<file path="config.mk">
export PLATFORM = sky130hd
export DESIGN_NAME = input_queue
export DESIGN_NICKNAME = d
export VERILOG_FILES = /design/src/rtl/input_queue_pkg.sv /design/src/rtl/input_queue_debounce.sv /design/src/rtl/input_queue.sv
export SDC_FILE = /design/constraint.sdc
export NUM_CORES = 1
export LEC_CHECK = 0
export BUFFER_PORTS_ARGS = -buffer_cell sky130_fd_sc_hd__buf_2
export CAP_MARGIN = 20
export CORE_ASPECT_RATIO = 0.75
export CORE_MARGIN = 2
export CORE_UTILIZATION = 54
export DETAILED_ROUTE_END_ITERATION = 12
export PLACE_DENSITY_LB_ADDON = 0.08
export SETUP_SLACK_MARGIN = 0.2
export SYNTH_ARGS = -nofsm -noshare
export SYNTH_HDL_FRONTEND = slang
export SYNTH_SLANG_ARGS = --single-unit
</file>
<file path="constraint.sdc">
create_clock -name clk -period 7.6 [get_ports clk]
set_input_delay 1.52 -clock clk [delete_from_list [all_inputs] [get_ports clk]]
set_output_delay 1.52 -clock clk [all_outputs]
set_load 0.02 [all_outputs]
</file>
<file path="src/rtl/input_queue_pkg.sv">
// Shared defaults for the operator-input queue.
// Constants used by input_queue and debounce.
package input_queue_pkg;
    localparam int DATA_WIDTH_DEF      = 16;
    localparam int IN_WIDTH_DEF        = 4;
    localparam int DEPTH_LOG2_DEF      = 3;
    localparam int DEBOUNCE_CYCLES_DEF = 16;
    localparam int SYNC_STAGES         = 2;
endpackage

</file>
<file path="src/rtl/input_queue_debounce.sv">
// Button synchroniser + debouncer producing a one-cycle press pulse.
// Presses are ignored until the button has been seen released after reset.
import input_queue_pkg::*;

module debounce #(
    parameter int DEBOUNCE_CYCLES = DEBOUNCE_CYCLES_DEF
) (
    input  logic clk,
    input  logic rst,
    input  logic raw,
    output logic push
);
    localparam int CNT_W = (DEBOUNCE_CYCLES > 2) ? $clog2(DEBOUNCE_CYCLES) : 1;
    localparam logic [CNT_W-1:0] CNT_MAX = CNT_W'(DEBOUNCE_CYCLES - 1);
    localparam logic [CNT_W-1:0] CNT_ONE = CNT_W'(1);

    logic [SYNC_STAGES-1:0] sync;
    logic [SYNC_STAGES-1:0] warm;
    logic [CNT_W-1:0]       cnt;
    logic                   level;
    logic                   ready;
    logic                   stable;
    logic                   stable_d;
    logic                   armed;

    assign level = sync[SYNC_STAGES-1];
    // Sync flops read 0 right after reset; wait until they carry real samples.
    assign ready = warm[SYNC_STAGES-1];

    always_ff @(posedge clk or posedge rst) begin
        if (rst) begin
            sync     <= '0;
            warm     <= '0;
            cnt      <= '0;
            stable   <= 1'b0;
            stable_d <= 1'b0;
            armed    <= 1'b0;
            push     <= 1'b0;
        end else begin
            sync     <= {sync[SYNC_STAGES-2:0], raw};
            warm     <= {warm[SYNC_STAGES-2:0], 1'b1};
            stable_d <= stable;
            if (level == stable) begin
                cnt <= '0;
            end else if (cnt == CNT_MAX) begin
                stable <= ~stable;
                cnt    <= '0;
            end else begin
                cnt <= cnt + CNT_ONE;
            end
            if (ready && !level) begin
                armed <= 1'b1;
            end
            push <= stable & ~stable_d & armed;
        end
    end
endmodule

</file>
<file path="src/rtl/input_queue.sv">
// Debounced switch-capture FIFO feeding the CPU in port.
// Define INPUT_QUEUE_DROP_OLDEST_EN to overwrite the oldest entry when full.
import input_queue_pkg::*;

module input_queue #(
    parameter int DATA_WIDTH      = DATA_WIDTH_DEF,
    parameter int IN_WIDTH        = IN_WIDTH_DEF,
    parameter int DEPTH_LOG2      = DEPTH_LOG2_DEF,
    parameter int DEBOUNCE_CYCLES = DEBOUNCE_CYCLES_DEF
) (
    input  logic                  clk,
    input  logic                  rst,
    input  logic                  btn,
    input  logic [IN_WIDTH-1:0]   sw,
    input  logic                  rd,
    output logic [DATA_WIDTH-1:0] data,
    output logic                  valid,
    output logic                  full,
    output logic [DEPTH_LOG2:0]   count,
    output logic                  overflow
);
    localparam int DEPTH = 1 << DEPTH_LOG2;
    localparam logic [DEPTH_LOG2-1:0] PTR_ONE = DEPTH_LOG2'(1);
    localparam logic [DEPTH_LOG2:0]   CNT_ONE = (DEPTH_LOG2 + 1)'(1);
    localparam logic [DEPTH_LOG2:0]   CNT_FULL = (DEPTH_LOG2 + 1)'(DEPTH);

    logic [IN_WIDTH-1:0]   sw_s1;
    logic [IN_WIDTH-1:0]   sw_sync;
    logic [DATA_WIDTH-1:0] mem [DEPTH];
    logic [DATA_WIDTH-1:0] word;
    logic [DEPTH_LOG2-1:0] wr_ptr;
    logic [DEPTH_LOG2-1:0] rd_ptr;
    logic                  push;
    logic                  pop;
    logic                  wr_en;
    logic                  rd_adv;
    logic                  ovf_set;
    logic                  inc;
    logic                  dec;

    debounce #(
        .DEBOUNCE_CYCLES(DEBOUNCE_CYCLES)
    ) u_debounce (
        .clk (clk),
        .rst (rst),
        .raw (btn),
        .push(push)
    );

    always_ff @(posedge clk or posedge rst) begin
        if (rst) begin
            sw_s1   <= '0;
            sw_sync <= '0;
        end else begin
            sw_s1   <= sw;
            sw_sync <= sw_s1;
        end
    end

    assign word  = {{(DATA_WIDTH - IN_WIDTH){1'b0}}, sw_sync};
    assign valid = (count != '0);
    assign full  = (count == CNT_FULL);
    assign data  = valid ? mem[rd_ptr] : '0;

    always_comb begin
        pop = rd && valid;
`ifdef INPUT_QUEUE_DROP_OLDEST_EN
        wr_en   = push;
        rd_adv  = pop || (push && full);
`else
        wr_en   = push && (!full || pop);
        rd_adv  = pop;
`endif
        ovf_set = push && full && !pop;
        // A write into a full queue without a pop replaces, so count holds.
        inc     = wr_en && !pop && !full;
        dec     = pop && !wr_en;
    end

    always_ff @(posedge clk) begin
        if (wr_en) begin
            mem[wr_ptr] <= word;
        end
    end

    always_ff @(posedge clk or posedge rst) begin
        if (rst) begin
            wr_ptr   <= '0;
            rd_ptr   <= '0;
            count    <= '0;
            overflow <= 1'b0;
        end else begin
            if (wr_en) begin
                wr_ptr <= wr_ptr + PTR_ONE;
            end
            if (rd_adv) begin
                rd_ptr <= rd_ptr + PTR_ONE;
            end
            if (inc) begin
                count <= count + CNT_ONE;
            end else if (dec) begin
                count <= count - CNT_ONE;
            end
            if (ovf_set) begin
                overflow <= 1'b1;
            end
        end
    end
endmodule
</file>
=== Yosys cells after proc, flatten, opt, wreduce, memory -nomap -nowiden ===
Memories as Yosys holds them, arrays and structs flattened.
Cells that the tools add are included.

* Register bits after elaboration: 31
* Memory bits (writable): 32
* Memories: 1

{| class="wikitable"
|+ Memories
! memory !! depth !! width !! rd ports !! clocked after memory_dff !! write ports !! line !! RTL
|-
| mem || 8 || 4 || 1 || 0 || 1 || input_queue.sv:29 || <nowiki>logic [DATA_WIDTH-1:0] mem [DEPTH];</nowiki>
|}

* Add/subtract/negate cells: 5
* Equal/unequal tests: 3
* Muxes and demuxes: 7
* Bitwise gates (word level): 5
* Reduce and logical (&&, ||, !) cells: 16

{| class="wikitable"
|+ Operator list
! operator !! number
|-
| $mux 16 || 1
|-
| $mux 4 || 4
|-
| $add 4x1->4 const B || 2
|-
| $eq 4x4->1 const B || 2
|-
| $logic_and 1x1->1 || 8
|-
| $add 3x1->3 const B || 2
|-
| $logic_not 1->1 || 4
|-
| $reduce_bool 4->1 || 1
|-
| $sub 4x1->4 const B || 1
|-
| $not 1->1 || 3
|-
| $and 1x1->1 || 2
|-
| $mux 1 || 2
|-
| $reduce_and 2->1 || 1
|-
| $reduce_bool 2->1 || 1
|-
| $eq 1x1->1 || 1
|-
| $logic_or 1x1->1 || 1
|}

=== Logic depth before layout (Yosys ltp) ===
Gate-level depths: netlist of the first run.

* Depth after elaboration: 8
* Gate-level depth with buffers: 10

=== Hierarchy ===
A second synthesis of the first run with hierarchy kept.

* Cell total of the unflattened synthesis: 172
* Area total of the unflattened synthesis: 2651.3 um^2

{| class="wikitable"
|+ Modules (own cells, without submodules)
! module !! instances !! cells an instance !! area an instance (um^2) !! seq. area each (um^2)
|-
| input_queue || 1 || 144 || 2227.1 || 1436.4
|-
| debounce || 1 || 28 || 424.2 || 300.3
|}

=== Worst setup path after synthesis of the first run ===
OpenSTA, ideal clock, no wires.

* Path kind: input to register
* From: input rd
* To: register count[3]
* Data arrival time: 3.063 ns
* Data required time: 7.531 ns
* Setup slack: 4.468 ns
* Cell stages on the path: 8
* Path buffers: 1
* Cell sequence: buf_2 nand2_1 nand3_1 ha_1 a21oi_1 nand2_1 or4_1 nand3_1

* Word-level cells in the longest chain between the ends: 6
* Elaborated cells on any way between the ends: 10
* Those cells by class: 1 x mux; 9 x reduce/logical

{| class="wikitable"
|+ RTL lines
! element !! line !! RTL
|-
| start, declared || input_queue.sv:15 || <nowiki>input logic rd,</nowiki>
|-
| $logic_and 1x1->1 (*) || input_queue.sv:66 || <nowiki>pop = rd && valid;</nowiki>
|-
| $logic_or 1x1->1 || input_queue.sv:71 || <nowiki>wr_en = push && (!full || pop);</nowiki>
|-
| $logic_and 1x1->1 || input_queue.sv:71 ||
|-
| $logic_and 1x1->1 / $logic_not 1->1 (equally long branches) || input_queue.sv:76, input_queue.sv:77 ||
|-
| $logic_and 1x1->1, on equally long branches || input_queue.sv:76, input_queue.sv:77 ||
|-
| $mux 4 / $reduce_bool 2->1 (equally long branches) || - ||
|-
| end signal, assigned || input_queue.sv:100 || <nowiki>count <= count + CNT_ONE;</nowiki>
|-
| end signal, assigned || input_queue.sv:102 || <nowiki>count <= count - CNT_ONE;</nowiki>
|-
| end, declared || input_queue.sv:19 || <nowiki>output logic [DEPTH_LOG2:0] count,</nowiki>
|}

Mark *: on every way between the ends. The rest lies on a longest branch, timed or not.
A chain may end at the register's enable or synchronous reset.

=== Worst setup path after layout of the first run ===
* From: register rd_ptr[0]
* To: output data[2]

* Word-level cells in the longest chain between the ends: 2

{| class="wikitable"
|+ RTL lines
! element !! line !! RTL
|-
| start, declared || input_queue.sv:32 || <nowiki>logic [DEPTH_LOG2-1:0] rd_ptr;</nowiki>
|-
| start signal, assigned || input_queue.sv:97 || <nowiki>rd_ptr <= rd_ptr + PTR_ONE;</nowiki>
|-
| $mem_v2 8x4 || - ||
|-
| $mux 16 || input_queue.sv:63 || <nowiki>assign data = valid ? mem[rd_ptr] : '0;</nowiki>
|-
| end, declared || input_queue.sv:16 || <nowiki>output logic [DATA_WIDTH-1:0] data,</nowiki>
|}

No other way between the ends.

==> results of run 1 <==
[registers in the layout, indices dropped and copies added (netlist names), 2 cells and up]
register,count
mem,32
count,4
sw_s1,4
sw_sync,4
u_debounce.cnt,4
rd_ptr,3
wr_ptr,3
u_debounce.sync,2
u_debounce.warm,2
[stage by stage]
stage	instances	worst slack [ns]	instance area (sq um)	utilization (%)
global route	259	3.87	2980	65.1
CTS	259	4.01	2980	65.1
global placement	242	4.37	2720	59.4
detailed placement	243	4.27	2740	60.0
finish	259	4.06	2980	65.1
floorplan	185	4.47	2680	-
[synthesized netlist by cell type (2+ instances only)]
cell      number  area [sq um]
o21ai_0        2          10.0
nand2b_1       2          12.5
mux2_2         3          33.8
mux4_2         8           180
nor2_1        11          41.3
nor3_1         4          20.0
edfxtp_1      32           961
dfrtp_1       31           776
buf_4         12          90.1
nand3_1        5          25.0
nand2_1        9          33.8
mux2i_1        4          40.0
ha_1           5          62.6
buf_2          3          15.0
inv_1          7          26.3
conb_1         2          7.51
xnor2_1        6          52.6
clkbuf_1       2          7.51
a21oi_1        3          15.0
xor2_1         3          26.3
[cell usage in the layout (no fill, tap or decap), drive strengths merged]
cell type  count
a41o           2
nor2b          1
nand3          5
nand2         10
nand4b         1
or4            1
ha             5
clkbuf        16
or4b           1
a21oi          3
nand4          1
nor2          12
a21o           1
nor4           1
nor3           4
xnor2          6
mux4           8
a311oi         2
o21ai          3
or3            1
inv            8
conb          13
buf           19
nand2b         2
o21a           1
edfxtp        32
fa             1
mux2           3
dfrtp         31
mux2i          4
xor2           3
o31ai          1
[cell type report]
| cell class | count | area, sq um |
|---|---|---|
| tap | 57 | 71.3 |
| fill | 341 | 1600 |
| clock buffer | 16 | 234 |
| inverter | 8 | 30.0 |
| multi-input combinational | 96 | 787 |
| timing repair buffer | 19 | 118 |
| sequential | 63 | 1740 |
[metal layers]
metal	global-route usage, %	vias to the layer above
li1	-	649
met1	21.4	681
met2	24.1	45
met3	6.62	3
met4	7.14	0
met5	0	-
[final timing paths]
kind | to | slack (ns) | cells after the start
max | data[2] | 4.06 | 4
min | sw_sync[2] | 0.35 | 0
max reg2reg | count[3] | 4.84 | 10
min reg2reg | sw_sync[2] | 0.35 | 0
max in group asynchronous | sw_sync[1] | 5.93 | 3
min in group asynchronous | count[1] | 1.19 | 2
[cells by family (layout without fill, tap and decap cells)]
kind of cell | count (synthesis) | count (layout) | synth area share [%]
flip-flops | 63 | 63 | 65.9
AND/OR/NAND/NOR | 40 | 40 | 7.83
buffers and inverters | 26 | 43 | 5.84
multiplexers | 15 | 15 | 9.63
AO/OA/AOI/OAI | 13 | 13 | 4.41
XOR/XNOR | 9 | 9 | 2.99
adder cells (fa/ha/maj) | 6 | 6 | 3.13
other | 2 | 13 | 0.285
[power by group through the flow]
| stage | Combinational (W) | Clock (W) | Sequential (W) |
|---|---|---|---|
| final | 0.000239 | 0.000314 | 0.000440 |
| after detailed placement | 0.000240 | 0 | 0.000448 |
| after floorplan | 0.000205 | 0 | 0.000426 |
| after CTS | 0.000242 | 0.000323 | 0.000441 |
| after global placement | 0.000233 | 0 | 0.000446 |
| after global routing | 0.000261 | 0.000336 | 0.000450 |
==> qor.csv, run 1 <==
metric,value,unit
status,completed,
power.switching,0.000295,W
worst-slew-pin-transition,0.981,ns
worst_hold_startpoint,sw_s1[2],
hold_viol,0,
io-pin-count,31,
skew,0.0147,ns
hold-worst-slack,0.350,ns
wl_met2,1.84,mm
drv_slew,0,
rsz0062_at_grt,no,
cap_violations,0,
ys_types,40,
start_util,57.7,%
internal_power,0.000698,W
power_frac_seq,44.3,%
fin_tns_setup,0,ns
cp.required,6.08,ns
cp_cell_sequence,"mux4_2, mux2i_1, nor2_1, buf_2",
firstDrtPassIters,4,
synthCells,174,
grt_pass1_vias,1359,
cts_setup_buffers,0,
period_minus_slack,3.54,ns
p_sw_share,29.7,%
dieWidth,84.7,microns
leakage,1.20,nW
cts_tree,built,
drc,0,
final_nets,211,
via_per_inst,5.32,
ys.flop_type,edfxtp_1,
worst-path-max-fanout,10,
yosysSeqAreaShare,65.9,%
die_h,64.5,microns
clock-sinks,63,
postCtsHoldBufs,0,
power_density,333,nW/um^2
place_congestion,0.750,
cts_max_level,3,
netlist_area,2640,sq um
grt-ovfl-total,0,
fin_crit_sh,46.5,%
grt_usage,16.3,%
finalSetupViolCount,0,
critPathBufInv,1,
worstSkewPairLatency,0.34,ns
combPwrFrac,24.1,%
relSlewSlack,34.0,%
critPathTopFamily,multiplexers,
start_kind,register,
antenna_cells,0,
drtAntennaViolNets,0,
cts_made_buffers,9,
crit_start,rd_ptr[0],
clockRootBuffer,clkbuf_8,
drt-wirelength-per-cell,15.4,microns
async_flop_share,49.2,%
clk_pin_slew,0.07,ns
clkPwrFrac,31.6,%
dp_hpwl,2.77,mm
route.met3.wl,264,microns
critPathArrivalTime,2.02,ns
slowest_delay,0.72,ns
portBuffers,18,
area_growth,12.9,%
rows,21,
layout-drive-gt1-share,25.7,%
wirelength,4.00,mm
ys_warn_count,0,
crit_slowest_cell,dfrtp_1,
max-vdd-ir-drop,0.172,mV
hold_class,reg -> reg,
cts_resized,0,
drt_iter0_markers,102,
avgSynthCellArea,15.2,sq um
die-area,5460,sq um
clock_path_buffers,2,
ys_ff_latch,63,
power,0.000993,W
core_area,4570,sq um
r2r_start,count[1],
antenna_found_initial,0,
dr.max_layer_used,met4,
synth_edf_count,32,
wl_met1,1.86,mm
vias,1378,
grt_max_degree,23,
cp-end-kind,output pin,
grt_pass1_wl,6.41,mm
fmax,283,MHz
crit_type,reg -> out,
No activity file was read; power rests on OpenSTA's default activity.
==> run 2: changes to the inputs <==
==> constraint.sdc (replaced) <==
create_clock -name clk -period 3.5 [get_ports clk]
set_input_delay 0.7 -clock clk [delete_from_list [all_inputs] [get_ports clk]]
set_output_delay 0.7 -clock clk [all_outputs]
set_load 0.02 [all_outputs]
==> qor.csv, run 2 (synthesized netlist as in run 1, its figures left out) <==
metric,value,unit,change
combPwrFrac,25.4,%,+1.3 points
dieWidth,84.7,microns,unchanged
clock-sinks,63,,unchanged
grt-ovfl-total,0,,unchanged
cap_violations,0,,unchanged
leakage,1.18,nW,-1.3%
drt-wirelength-per-cell,16.4,microns,+6.0%
firstDrtPassIters,4,,unchanged
cts_setup_buffers,0,,unchanged
final_nets,212,,+0.47%
clockRootBuffer,clkbuf_8,,
hold_class,reg -> reg,,
max-vdd-ir-drop,0.411,mV,+140%
dp_worst_setup_slack,0.794,ns,-3.48 ns
power_density,702,nW/um^2,+110%
final_common_cell,edfxtp_1,,
vias,1417,,+2.8%
status,completed,,
clk_pin_slew,0.06,ns,about the same
cts_resized,0,,unchanged
cts_max_level,3,,unchanged
relSlewSlack,49.8,%,+16 points
cts_made_buffers,9,,unchanged
dp_hpwl,3.09,mm,+12%
rows,21,,unchanged
worst-path-max-fanout,10,,unchanged
portBuffers,18,,unchanged
hold-worst-slack,0.347,ns,-0.00235 ns
layout_common_cells,"32 x edfxtp_1, 31 x dfrtp_1, 18 x buf_2",,
grt_pass1_wl,7.07,mm,+10%
finalSetupViolCount,0,,unchanged
fin_tns_setup,0,ns,unchanged
internal_power,0.00142,W,+100%
clock_path_buffers,2,,unchanged
antenna_found_initial,0,,unchanged
place_area,2740,sq um,unchanged
cp.required,2.80,ns,-3.28 ns
clkPwrFrac,28.3,%,-3.3 points
rsz0062_at_grt,no,,
power_frac_seq,46.3,%,+2.0 points
hold_viol,0,,unchanged
core_area,4570,sq um,unchanged
postCtsHoldBufs,0,,unchanged
die-area,5460,sq um,unchanged
fin_crit_sh,78.4,%,
via_per_inst,5.45,,+2.4%
cts_tree,built,,
drc,0,,unchanged
cp-end-kind,output pin,,
wirelength,4.26,mm,+6.5%
power,0.00207,W,+110%
critPathArrivalTime,2.05,ns,+0.03 ns
largest-register,mem,,
power.switching,0.000642,W,+120%
skew,0.00475,ns,-0.00991 ns
grt_pass1_vias,1442,,+6.1%
start_util,57.7,%,unchanged
worstSkewPairLatency,0.33,ns,about the same
start_kind,register,,
area_growth,11.6,%,
antenna_cells,0,,unchanged
final_cell_area,2940,sq um,-1.1%
largest_reg_flops,32,,unchanged
grt_max_degree,24,,+4.3%
grt_usage,18.1,%,+1.8 points
p_sw_share,31.1,%,+1.4 points
drv_slew,0,,unchanged
place_congestion,0.750,,about the same
worst-slew-pin-transition,0.748,ns,-0.233 ns
io-pin-count,31,,unchanged
drt_iter0_markers,55,,-46%
die_h,64.5,microns,unchanged
fin_ws,0.754,ns,-3.31 ns
fmax,364,MHz,
drtAntennaViolNets,0,,unchanged
period_minus_slack,2.75,ns,
layout-drive-gt1-share,26.6,%,+0.86 points
crit_type,reg -> out,,
## run 2: cell types whose count changed in the layout (fill, tap and decap cells not counted), sizes merged
cell and change:
clkbuf -1, clkinv +1, clkinvlp +1
## run 2: area by class of cell
type	instances	area, sq um
clock inverters	2	12.5
inverters	8	30.0
repair buffers	20	123
well taps	57	71.3
multi-input cells	96	787
clock buffers	14	183
fillers	346	1630
flip-flops and latches	63	1740
## run 2: critical path: stages (launching register included)
cell and delay [ns]:
dfrtp_1 0.73, mux4_2 0.60, mux2i_1 0.16, nor2_1 0.06, buf_2 0.16
## run 2: path summary, 6_finish.rpt
kind	slack (ns)	endpoint	start	depth (start not counted)
setup / recovery	0.75	data[3]	rd_ptr[0]	4
hold / removal	0.35	sw_sync[1]	sw_s1[1]	0
setup reg to reg	0.80	count[3]	count[1]	10
hold reg to reg	0.35	sw_sync[1]	sw_s1[1]	0
max in group asynchronous	2.68	sw_sync[0]	rst	3
min in group asynchronous	0.36	rd_ptr[1]	rst	2
## run 2: power groups by stage
stage                     clock network, W  registers, W  logic, W
after floorplan                          0      0.000925  0.000444
after global placement                   0      0.000968  0.000519
after detailed placement                 0      0.000974  0.000533
after CTS                         0.000600      0.000959  0.000536
after global routing              0.000632      0.000973  0.000582
final                             0.000584      0.000957  0.000525
## run 2: layer usage
layer	wire length [microns]	global-route usage, %
met5	0	0
met4	19	5.95
met3	265	7.64
met2	2050	28.1
met1	1920	23.2
## run 2: stage by stage
stage	util, %	std cells
final	64.4	260
after global routing	64.4	260
after CTS	64.3	259
after detailed placement	60.0	243
after global placement	59.4	242
after floorplan	-	185
==> run 3: changes to the inputs <==
==> constraint.sdc (replaced) <==
create_clock -name clk -period 2.8 [get_ports clk]
set_input_delay 0.56 -clock clk [delete_from_list [all_inputs] [get_ports clk]]
set_output_delay 0.56 -clock clk [all_outputs]
set_load 0.02 [all_outputs]
==> qor.csv, run 3 (synthesized netlist as in run 1, its figures left out) <==
metric,value,unit,change
drtAntennaViolNets,0,,unchanged
rsz0062_at_grt,no,,
place_area,2760,sq um,+0.46%
leakage,1.21,nW,+2.4%
status,completed,,
cts_max_level,3,,unchanged
vias,1427,,+0.71%
cp.depth,10,,+6
dr.max_layer_used,met4,,
clkPwrFrac,31.1,%,+2.8 points
hold_viol,0,,unchanged
cp-end-kind,register,,
grt-ovfl-total,0,,unchanged
worst-slew-pin-transition,0.761,ns,+0.0134 ns
layout_common_cells,"32 x edfxtp_1, 28 x dfrtp_1, 18 x buf_2",,
wirelength,4.28,mm,+0.61%
fin_tns_setup,0,ns,unchanged
multi_input_area,808,sq um,+2.7%
relSlewSlack,48.9,%,-0.90 points
io-pin-count,31,,unchanged
combPwrFrac,25.4,%,about the same
final_common_cell,edfxtp_1,,
drc,0,,unchanged
rows,21,,unchanged
clock-sinks,63,,unchanged
wl_met2,2.11,mm,+3.0%
largest_reg_flops,32,,unchanged
worstSkewPairLatency,0.33,ns,about the same
power_frac_seq,43.5,%,-2.8 points
area_growth,14.4,%,
grt_max_degree,32,,+33%
fin_util,66.0,%,+1.6 points
cts_made_buffers,9,,unchanged
grt_usage,17.6,%,-0.49 points
finalSetupViolCount,0,,unchanged
antenna_found_initial,0,,unchanged
max-vdd-ir-drop,0.537,mV,+31%
start_kind,register,,
start_util,57.7,%,unchanged
via_per_inst,5.43,,-0.44%
grt_pass1_wl,7.02,mm,-0.68%
final_nets,215,,+1.4%
postCtsHoldBufs,0,,unchanged
fillers,338,,-2.3%
core_area,4570,sq um,unchanged
portBuffers,18,,unchanged
layout-drive-gt1-share,31.1,%,+4.5 points
fmax,415,MHz,
slowest_delay,0.45,ns,-0.28 ns
drt_iter0_markers,70,,+27%
crit_slowest_cell,dfrtp_2,,
power.switching,0.000851,W,+33%
cts_tree,built,,
cp_cell_sequence,"or3_4, nor2_4, inv_2, nand2_1, nand3_2, ha_4, a21oi_2, nand2_1, or4_1, nand3_1",,
final_cells,263,,+1.2%
clk_pin_slew,0.07,ns,about the same
cpMostUsedCell,nand2_1,,
hold-worst-slack,0.287,ns,-0.0604 ns
grt_pass1_vias,1430,,-0.83%
period_minus_slack,2.41,ns,
reg2reg_depth,10,,unchanged
skew,0.00708,ns,+0.00232 ns
clockRootBuffer,clkbuf_8,,
dieWidth,84.7,microns,unchanged
cap_violations,0,,unchanged
ff_latch_area,1740,sq um,+0.22%
wl_met1,1.90,mm,-0.89%
power_density,915,nW/um^2,+30%
p_sw_share,30.8,%,-0.24 points
final_cell_area,3020,sq um,+2.5%
crit_type,reg -> reg,,
die_h,64.5,microns,unchanged
hold_class,in -> async,,
critPathBufInv,1,,unchanged
route.met3.wl,247,microns,-6.8%
critPathTopFamily,simple AND/OR/NAND/NOR gates,,
dp_hpwl,3.15,mm,+2.1%
clock_path_buffers,2,,unchanged
place_congestion,0.756,,+0.79%
dp.cells,247,,+1.6%
drt-wirelength-per-cell,16.3,microns,-0.54%
largest-register,mem,,
fin_crit_sh,86.0,%,
worst-path-max-fanout,6,,-4
antenna_cells,0,,unchanged
drv_slew,0,,unchanged
die-area,5460,sq um,unchanged
critPathArrivalTime,2.68,ns,+0.63 ns
firstDrtPassIters,4,,unchanged
cp.required,3.07,ns,+0.27 ns
internal_power,0.00191,W,+34%
-- run 3: cell types whose count changed in the layout (fill, tap and decap cells not counted), sizes merged --
cell	before	now
buf	19	23
clkbuf	15	13
inv	8	9
clkinvlp	1	0
clkinv	1	2
-- run 3: area by class of cell --
type | count | share of cell area, %
inverters | 8 | 0.995
repair buffers | 23 | 4.23
well taps | 57 | 2.36
multi-input cells | 96 | 26.8
clock inverters | 3 | 0.871
flip-flops and latches | 63 | 57.7
clock buffers | 13 | 7.05
-- run 3: power groups by stage --
stage	clock network, W	registers [W]	logic, W
3_5_place_dp	0	0.00122	0.000685
2_1_floorplan	0	0.00116	0.000556
3_3_place_gp	0	0.00121	0.000675
6_report	0.000859	0.00120	0.000701
4_1_cts	0.000878	0.00120	0.000691
5_1_grt	0.000920	0.00122	0.000765
-- run 3: per-stage QoR --
stage          total power, W  setup WS (ns)
3_5_place_dp          0.00190          0.248
6_report              0.00276          0.393
4_1_cts               0.00277          0.214
5_1_grt               0.00290          0.214
2_1_floorplan         0.00171          0.229
3_3_place_gp          0.00188          0.325
-- run 3: repair_timing --
item                                    4_1_cts  5_1_grt
hold endpoints to repair                      0        0
gates resized for setup                       1        3
setup buffers                                 0        0
endpoints found under the setup margin        1        1
-- run 3: path summary, 6_finish.rpt --
kind                          start                 end  slack (ns)
setup / recovery           count[1]            count[3]        0.39
hold / removal                  rst   u_debounce.cnt[0]        0.29
setup reg to reg           count[1]            count[3]        0.39
hold reg to reg            sw_s1[0]          sw_sync[0]        0.35
max in group asynchronous       rst           rd_ptr[0]        2.22
min in group clk                btn  u_debounce.sync[0]        0.33
-- run 3: per-layer routing --
metal / vias to the layer above / GRT usage, %
li1: 657 / -
met1: 720 / 22.4
met2: 48 / 28.1
met3: 2 / 7.39
met4: 0 / 4.76
met5: - / 0
-- run 3: worst register-to-register path, cell delays in order (launching register included) --
cell and delay [ns]:
dfrtp_2 0.45, or3_4 0.43, nor2_4 0.15, inv_2 0.06, nand2_1 0.10, nand3_2 0.14, ha_4 0.28, a21oi_2 0.15
nand2_1 0.09, or4_1 0.40, nand3_1 0.09
